$ cat src/rtl/prog_pkg.sv
// -----------------------------------------------------------------------------
// prog_pkg
// Shared types for the switch-driven memory programming logic.
//   mode_e  : meaning of the two `mode` switches at the moment a press is acted on
//   state_e : top-level loader FSM states
// -----------------------------------------------------------------------------
package prog_pkg;

    typedef enum logic [1:0] {
        MODE_APPEND = 2'b00,
        MODE_DIRECT = 2'b01,
        MODE_CLEAR  = 2'b10,
        MODE_RSVD   = 2'b11
    } mode_e;

    typedef enum logic {
        IDLE  = 1'b0,
        CLEAR = 1'b1
    } state_e;

endpackage : prog_pkg

$ cat src/rtl/btn_edge_sync.sv
// -----------------------------------------------------------------------------
// btn_edge_sync
// Brings a raw asynchronous button level into the clk domain through a 2-flop
// synchroniser and turns each rising edge into a single-cycle pulse.
//
// Ports:
//   clk     in   system clock, rising edge
//   rst     in   synchronous active-low reset
//   i_btn   in   raw button level (asynchronous)
//   o_rise  out  one-cycle pulse, high in the cycle after the second sync flop
//                first shows 1 (i.e. between the 2nd and 3rd sampling edges)
// -----------------------------------------------------------------------------
module btn_edge_sync (
    input  logic clk,
    input  logic rst,
    input  logic i_btn,
    output logic o_rise
);

    logic r_sync1;
    logic r_sync2;
    logic r_prev;

    always_ff @(posedge clk) begin
        if (!rst) begin
            r_sync1 <= 1'b0;
            r_sync2 <= 1'b0;
            r_prev  <= 1'b0;
        end else begin
            r_sync1 <= i_btn;
            r_sync2 <= r_sync1;
            r_prev  <= r_sync2;
        end
    end

    // Combinational so the consumer can act on the very next edge.
    assign o_rise = r_sync2 & ~r_prev;

endmodule : btn_edge_sync

$ cat src/rtl/prog_loader.sv
// -----------------------------------------------------------------------------
// prog_loader
// Converts each press of a raw `enter` button into one write of `switch` into a
// DEPTH-entry memory. Modes: append at the fill pointer, write to `addrSel`,
// or clear the whole memory with a DEPTH-cycle zero-fill sweep.
//
// Ports:
//   clk       in   system clock, rising edge
//   rst       in   synchronous active-low reset
//   switch    in   [DATA_W]   data to write
//   enter     in   raw asynchronous button level
//   mode      in   [2]        00 append, 01 direct, 10 clear-all, 11 ignored
//   addrSel   in   [ADDR_W]   target address in direct mode
//   dataWr    out  [DATA_W]   registered write data
//   addrWr    out  [ADDR_W]   registered write address
//   wrEn      out  registered write strobe (pulse per write)
//   count     out  [ADDR_W+1] entries written by append since reset/clear
//   full      out  count == DEPTH
//   busy      out  clear sweep in progress
//   overflow  out  one-cycle pulse: append rejected because full
//   addrErr   out  one-cycle pulse: direct address out of range
// -----------------------------------------------------------------------------
module prog_loader
    import prog_pkg::*;
#(
    parameter int DATA_W = 16,
    parameter int ADDR_W = 4,
    parameter int DEPTH  = 16
) (
    input  logic              clk,
    input  logic              rst,
    input  logic [DATA_W-1:0] switch,
    input  logic              enter,
    input  logic [1:0]        mode,
    input  logic [ADDR_W-1:0] addrSel,
    output logic [DATA_W-1:0] dataWr,
    output logic [ADDR_W-1:0] addrWr,
    output logic              wrEn,
    output logic [ADDR_W:0]   count,
    output logic              full,
    output logic              busy,
    output logic              overflow,
    output logic              addrErr
);

    generate
        if (DEPTH < 2 || DEPTH > (1 << ADDR_W)) begin : g_bad_depth
            $error("prog_loader: DEPTH must lie in 2..2**ADDR_W");
        end
    endgenerate

    localparam logic [ADDR_W:0]   DEPTH_C   = (ADDR_W+1)'(DEPTH);
    localparam logic [ADDR_W-1:0] LAST_ADDR = ADDR_W'(DEPTH - 1);

    state_e              r_state;
    state_e              w_state_next;
    // Append pointer; it advances and resets together with the fill count, so
    // one register serves as both. One bit wider so it can hold DEPTH.
    logic [ADDR_W:0]     r_ptr;
    logic [ADDR_W:0]     w_ptr_next;
    logic [DATA_W-1:0]   r_data;
    logic [DATA_W-1:0]   w_data_next;
    logic [ADDR_W-1:0]   r_addr;
    logic [ADDR_W-1:0]   w_addr_next;
    logic                r_wr_en;
    logic                w_wr_en_next;
    logic                r_ovf;
    logic                w_ovf_next;
    logic                r_aerr;
    logic                w_aerr_next;
    logic                w_press;
    logic                w_full;

    btn_edge_sync u_enter_sync (
        .clk    (clk),
        .rst    (rst),
        .i_btn  (enter),
        .o_rise (w_press)
    );

    assign w_full = (r_ptr == DEPTH_C);

    always_ff @(posedge clk) begin
        if (!rst) begin
            r_state <= IDLE;
            r_ptr   <= '0;
            r_data  <= '0;
            r_addr  <= '0;
            r_wr_en <= 1'b0;
            r_ovf   <= 1'b0;
            r_aerr  <= 1'b0;
        end else begin
            r_state <= w_state_next;
            r_ptr   <= w_ptr_next;
            r_data  <= w_data_next;
            r_addr  <= w_addr_next;
            r_wr_en <= w_wr_en_next;
            r_ovf   <= w_ovf_next;
            r_aerr  <= w_aerr_next;
        end
    end

    always_comb begin
        // Data/address hold between writes; strobes default low.
        w_state_next = r_state;
        w_ptr_next   = r_ptr;
        w_data_next  = r_data;
        w_addr_next  = r_addr;
        w_wr_en_next = 1'b0;
        w_ovf_next   = 1'b0;
        w_aerr_next  = 1'b0;

        unique case (r_state)
            IDLE: begin
                if (w_press) begin
                    unique case (mode_e'(mode))
                        MODE_APPEND: begin
                            if (!w_full) begin
                                w_data_next  = switch;
                                w_addr_next  = r_ptr[ADDR_W-1:0];
                                w_wr_en_next = 1'b1;
                                w_ptr_next   = r_ptr + 1'b1;
                            end else begin
                                w_ovf_next   = 1'b1;
                            end
                        end
                        MODE_DIRECT: begin
                            if ({1'b0, addrSel} < DEPTH_C) begin
                                w_data_next  = switch;
                                w_addr_next  = addrSel;
                                w_wr_en_next = 1'b1;
                            end else begin
                                w_aerr_next  = 1'b1;
                            end
                        end
                        MODE_CLEAR: begin
                            // First sweep write issues on the same edge that
                            // enters CLEAR.
                            w_state_next = CLEAR;
                            w_data_next  = '0;
                            w_addr_next  = '0;
                            w_wr_en_next = 1'b1;
                        end
                        default: ;
                    endcase
                end
            end
            CLEAR: begin
                // Presses are ignored here; the edge detector keeps running so
                // a held button does not fire again after the sweep.
                if (r_addr == LAST_ADDR) begin
                    w_state_next = IDLE;
                    w_ptr_next   = '0;
                end else begin
                    w_addr_next  = r_addr + 1'b1;
                    w_wr_en_next = 1'b1;
                end
            end
            default: w_state_next = IDLE;
        endcase
    end

    assign dataWr   = r_data;
    assign addrWr   = r_addr;
    assign wrEn     = r_wr_en;
    assign count    = r_ptr;
    assign full     = w_full;
    assign busy     = (r_state == CLEAR);
    assign overflow = r_ovf;
    assign addrErr  = r_aerr;

endmodule : prog_loader
$ cat config.mk
export PLATFORM = sky130hd
export DESIGN_NAME = prog_loader
export DESIGN_NICKNAME = d
export VERILOG_FILES = /design/src/rtl/prog_pkg.sv /design/src/rtl/btn_edge_sync.sv /design/src/rtl/prog_loader.sv
export SDC_FILE = /design/constraint.sdc
export NUM_CORES = 1
export LEC_CHECK = 0
export ABC_AREA = 1
export CELL_PAD_IN_SITES_DETAIL_PLACEMENT = 2
export CELL_PAD_IN_SITES_GLOBAL_PLACEMENT = 2
export CORE_MARGIN = 8
export CORE_UTILIZATION = 25
export DETAILED_ROUTE_END_ITERATION = 6
export GPL_TIMING_DRIVEN = 0
export HOLD_SLACK_MARGIN = 0.03
export PLACE_DENSITY = 0.85
export SYNTH_ARGS = -nofsm -noshare
export SYNTH_HDL_FRONTEND = slang
export SYNTH_SLANG_ARGS = --single-unit
$ cat constraint.sdc
create_clock -name clk -period 2.04 [get_ports clk]
set_clock_uncertainty 0.1 [all_clocks]
set_input_delay 0.204 -clock clk [delete_from_list [all_inputs] [get_ports clk]]
set_output_delay 0.204 -clock clk [all_outputs]
set_load 0.005 [all_outputs]
Word level (Yosys, flattened, before mapping)

Index checks and enable logic that the tools add are counted.

Output and inout bits: 30
Logic and storage cells: 57
Register bits: 31
Input port bits: 25

Equal/unequal tests: 12
Add/subtract/negate cells: 2
Multiplexer cells: 21
Reductions and logical operators: 7
Bitwise gates (word level): 6

Operators with widths:

| kind                                                                   | count |
|---|---|
| 16-bit case mux with 3 select lines                                    | 1 |
| 5-bit 2-to-1 mux                                                       | 4 |
| 16-bit 2-to-1 mux                                                      | 1 |
| 4-bit 2-to-1 mux                                                       | 3 |
| 4-bit case mux with 3 select lines                                     | 1 |
| 4-bit AND reduction                                                    | 3 |
| 5-bit case mux with 2 select lines                                     | 1 |
| 4-bit case mux with 2 select lines                                     | 1 |
| 1-bit 2-to-1 mux                                                       | 6 |
| 2-bit by 1-bit != test with 1-bit output (second input constant)       | 3 |
| 2-bit != test (second input constant)                                  | 3 |
| 1-bit case mux with 2 select lines                                     | 3 |
| 5-bit by 1-bit adder with 5-bit output (second input constant)         | 1 |
| 5-bit equality test (second input constant)                            | 1 |
| 1-bit inverter                                                         | 5 |
| 4-bit by 1-bit adder with 4-bit output (second input constant)         | 1 |
| 4-bit equality test (second input constant)                            | 1 |
| 4-bit by 1-bit != test with 1-bit output (second input constant)       | 1 |
| 4-bit OR reduction                                                     | 1 |
| 3-bit != test (second input constant)                                  | 1 |
| 3-bit nonzero test                                                     | 1 |
| 2-bit by 1-bit equality test with 1-bit output (second input constant) | 1 |
| 2-bit equality test (second input constant)                            | 1 |
| 2-bit logical NOT                                                      | 1 |
| 2 further kinds                                                        | 2 |

Depth between registers and ports, before layout

Gate-level depths: netlist (run 1).

Depth after elaboration: 5
Mapped depth: 11
Mapped depth without buffers: 10

Cells and area by module

Synthesis (run 1) repeated with hierarchy kept, for this count alone.

Cell total of the unflattened synthesis: 218
Area total of the unflattened synthesis: 1651.6 sq um

By module, submodules not included:

| module        | seq. area each (sq um) | cells an instance | times used | area each (sq um) |
|---|---|---|---|---|
| prog_loader   | 560.5                  | 207               | 1          | 1559.0 |
| btn_edge_sync | 60.1                   | 11                | 1          | 92.6 |

Least setup slack after synthesis (run 1)

Ideal clock, no wire load.

Path type: reg-to-reg
Start: reg r_ptr[0] (netlist: count[0])
End: reg r_data[10] (netlist: dataWr[10])
Path buffers: 1
Cell stages (with the launch flop): 10
Arrival: 1228 ps
Path slack: 596 ps
Cell sequence: dfxtp_1 -> inv_1 -> ha_1 -> nand2_1 -> inv_1 -> nand3_2 -> nand2_4 -> buf_6 -> o21ai_0 -> nor2_1

Longest elaborated chain between the ends: 3

Ends and longest elaborated chain:

| what                                 | RTL line          | text |
|---|---|---|
| start, declared                      | prog_loader.sv:59 | `logic [ADDR_W:0] r_ptr;` |
| start signal, assigned               | prog_loader.sv:94 | `r_ptr <= w_ptr_next;` |
| 5-bit equality test                  | prog_loader.sv:81 | `assign w_full = (r_ptr == DEPTH_C);` |
| 2-bit != test (no source line)       | n/a               |  |
| 4-bit AND reduction (no source line) | n/a               |  |
| end signal, assigned                 | prog_loader.sv:95 | `r_data <= w_data_next;` |
| end, declared                        | prog_loader.sv:61 | `logic [DATA_W-1:0] r_data;` |

No other way between the ends.
A chain may end at the register's enable or synchronous reset.

Worst setup path after layout (run 1)

Start: in mode[0]
End: reg r_addr[1] (netlist: addrWr[1])

Longest elaborated chain between the ends: 4

Ends and longest elaborated chain:

| what                                              | RTL line           | text |
|---|---|---|
| start, declared                                   | prog_loader.sv:34  | `input logic [1:0] mode,` |
| 2-bit equality test, or another cell as far along | prog_loader.sv:116 | `unique case (mode_e'(mode))` |
| 4-bit case mux with 3 select lines                | prog_loader.sv:116 |  |
| 4-bit 2-to-1 mux                                  | prog_loader.sv:115 | `if (w_press) begin` |
| 4-bit case mux with 2 select lines                | prog_loader.sv:113 | `unique case (r_state)` |
| end signal, assigned                              | prog_loader.sv:96  | `r_addr <= w_addr_next;` |
| end, declared                                     | prog_loader.sv:63  | `logic [ADDR_W-1:0] r_addr;` |

Several ways; a longest one is shown, not always the timed one. The select of a mux whose other input is x is not followed.

==> reports/metrics.yaml, run 1 <==
cp_cell_sequence: "clkdlybuf4s50_1 -> inv_1 -> ha_1 -> buf_2 -> inv_1 -> nand2_1 -> nor2_1 -> nor2_4 -> nand3_2 -> nand2_1 -> nand2_1 -> nor2_1"
core_um2: 6386
hold_ws_ps: 230.4
drt-wirelength-per-cell_um: 14.59
vias: 1752
start_util: 0.2608
cts_tree: "built"
hold_viol_final: 0
hold_path_class: "in2reg"
drive_gt1_frac: 0.1010
htree_levels: 2
vdd_drop_max_mv: 0.2814
critPathRequiredTime_ps: 2120
synth_top_family_by_area: "simple AND/OR/NAND/NOR gates"
firstDrtPassIters: 4
synth_area_um2: 1665
leakage_nw: 1.126
start_kind: "input pin"
startpoint: "mode[0]"
slowest_delay_ps: 510
max_cap_viol_count: 0
grt_pass1_vias: 1983
ys_seq_area_frac: 0.3727
grt_pass1_wl_um: 9708
hp-start: "rst"
synth.avg_cell_area_um2: 6.742
finalSetupViolations: 0
fin_nets: 339
path_clk_slew_ps: 70
pin_count: 55
root_buffer: "clkbuf_8"
synthCells: 247
synth_compound_area_frac: 0.09091
p_per_area_nw_per_um2: 578.6
rsz0062_at_grt: "no"
synth_cell_types: 25
synth_mux_area_frac: 0
finalPower_mw: 1.381
gp_congestion: 0.7711
numCtsBuffers: 5
fp.dieH_um: 97.62
finalCritPeriodShare: 0.8674
critical_path_class: "in2reg"
cp.arrival_ps: 1850
dp_hpwl_um: 4304
io_buffers: 52
antenna_cells: 0
status: "finished clean"
antenna_found_initial: 0
synth_fa_ha_area_frac: 0.05259
overflow: 0
syn_nets: 279
path_max_fanout: 8
grt_util_all_layers: 0.1229
synth-xor-area-share: 0.01052
worst_path_max_delay_cell: "clkdlybuf4s50_1"
worstSetupEndpointType: "flip-flop"
die_area_um2: 9529
drt_wl_total_um: 5601
finalMaxSlewViolations: 0
drc: 0
drtIter0Drc: 42
synthSimpleGateAreaFrac: 0.3403
cpMostUsedCell: "nand2_1"
yosysWarnings: 0
viasPerCell: 4.563
max_freq_mhz: 565.1
ant_nets: 0
finalCriticalPeriod_ps: 1770
grt_start_max_net_pins: 11
clock-sinks: 31
die_w_um: 97.62
areaGrowthSynthToFinish_pct: 43.35
rows: 29
crit-reg2reg-launch: "count[0]$_SDFFE_PN0P_"
ys_ff_latch: 31
cts_max_path_buffers: 2
clock_latency_ps: 290
-- repair_timing --
item | in CTS | in global routing
buffers inserted | 0 | 1
endpoints found under the setup margin | 1 | 1
gates resized for setup | 4 | 2
hold buffers | 0 | 0
-- layout by cell type, fill, tap and decap left out, types with 4 or more instances in the layout --
| master | n |
|---|---|
| clkdlybuf4s50_1 | 51 |
| buf_6 | 4 |
| nand2_1 | 38 |
| a21oi_1 | 10 |
| nand3_1 | 16 |
| dfxtp_1 | 29 |
| ha_1 | 7 |
| o21ai_0 | 19 |
| clkbuf_8 | 6 |
| nor2_1 | 61 |
| inv_1 | 34 |
-- cells by family after synthesis --
family,after synthesis
fa+ha+maj,7
simple gates,128
xor+xnor,2
other cells,1
flops,31
compound gates,30
buf+inv,48
-- area by class of cell --
class / instances / area (um2)
Fill cell: 784 / 3999
Multi-Input combinational cell: 168 / 829.5
Sequential cell: 31 / 625.6
Timing Repair Buffer: 53 / 530.5
Inverter: 39 / 148.9
Tap cell: 77 / 96.34
Clock buffer: 6 / 82.58
Buffer: 9 / 68.82
Clock inverter: 1 / 5.005
-- flip-flops by register name, summed over array words and instances (netlist names) --
signal,cells
u_enter_sync.r_prev,1
u_enter_sync.r_sync1,1
wrEn,1
count,5
dataWr,16
busy,1
u_enter_sync.r_sync2,1
overflow,1
addrWr,4
-- critical path, delay by kind of cell --
family	cells	cell delay, ps
buffers and inverters	4	850
and+or+nand+nor	7	590
adders and majority gates	1	200
-- Yosys cell counts (all sizes together) --
cell    instances  share of area
a21oi          10          0.030
buf             6          0.035
clkbuf          3         0.0068
clkinv          1         0.0023
conb            1         0.0023
dfxtp          31           0.37
ha              7          0.053
inv            38          0.087
nand2          42           0.10
nand3          18          0.060
nand4           2         0.0075
nor2           66           0.17
o21ai          19          0.057
o22ai           1         0.0038
xor2            2          0.011
-- per-layer routing --
metal,vias to the layer above,wire length (um),GRT usage
li1,869,-,-
met1,826,2414,0.1324
met2,49,2591,0.2069
met3,8,516,0.05832
met4,0,78,0.03846
met5,-,0,0
-- metrics by stage --
step	setup TNS (ps)	std cells	utilization	area (um2)	setup WS (ps)
floorplan	0	247	-	1665	596.2
global placement	-48.43	376	0.3574	2282	-30.01
detailed placement	-55.59	376	0.3574	2282	-28.07
CTS	0	383	0.3719	2375	25.64
global route	0	384	0.3738	2387	98.79
finish	0	384	0.3738	2387	270.5
-- final timing paths --
check        slack (ps)                              to  cells after the start
max                 270          addrWr[1]$_SDFFE_PN0P_                     12
min                 230         dataWr[14]$_SDFFE_PN0P_                      3
max reg2reg         370           count[0]$_SDFFE_PN0P_                      9
min reg2reg         320  u_enter_sync.r_prev$_SDFF_PN0_                      2
-- power by group --
| group | switching, mW | internal (mW) |
|---|---|---|
| logic | 0.110 | 0.121 |
| clock network | 0.241 | 0.265 |
| registers | 0.0176 | 0.627 |
| total | 0.369 | 1.01 |
Note: power is estimated with default switching activity, not from simulation.
==> run 2: changes to the inputs <==
Settings changed: SKIP_LAST_GASP set to 1.
==> results of run 2 <==
Same layout as run 1: the final DEF is identical, and so are final timing and power.
==> run 3: changes to the inputs <==
Settings changed: HOLD_SLACK_MARGIN 0.03 to not set.
==> results of run 3 <==
Same layout as run 1: the final DEF is identical, and so are final timing and power.
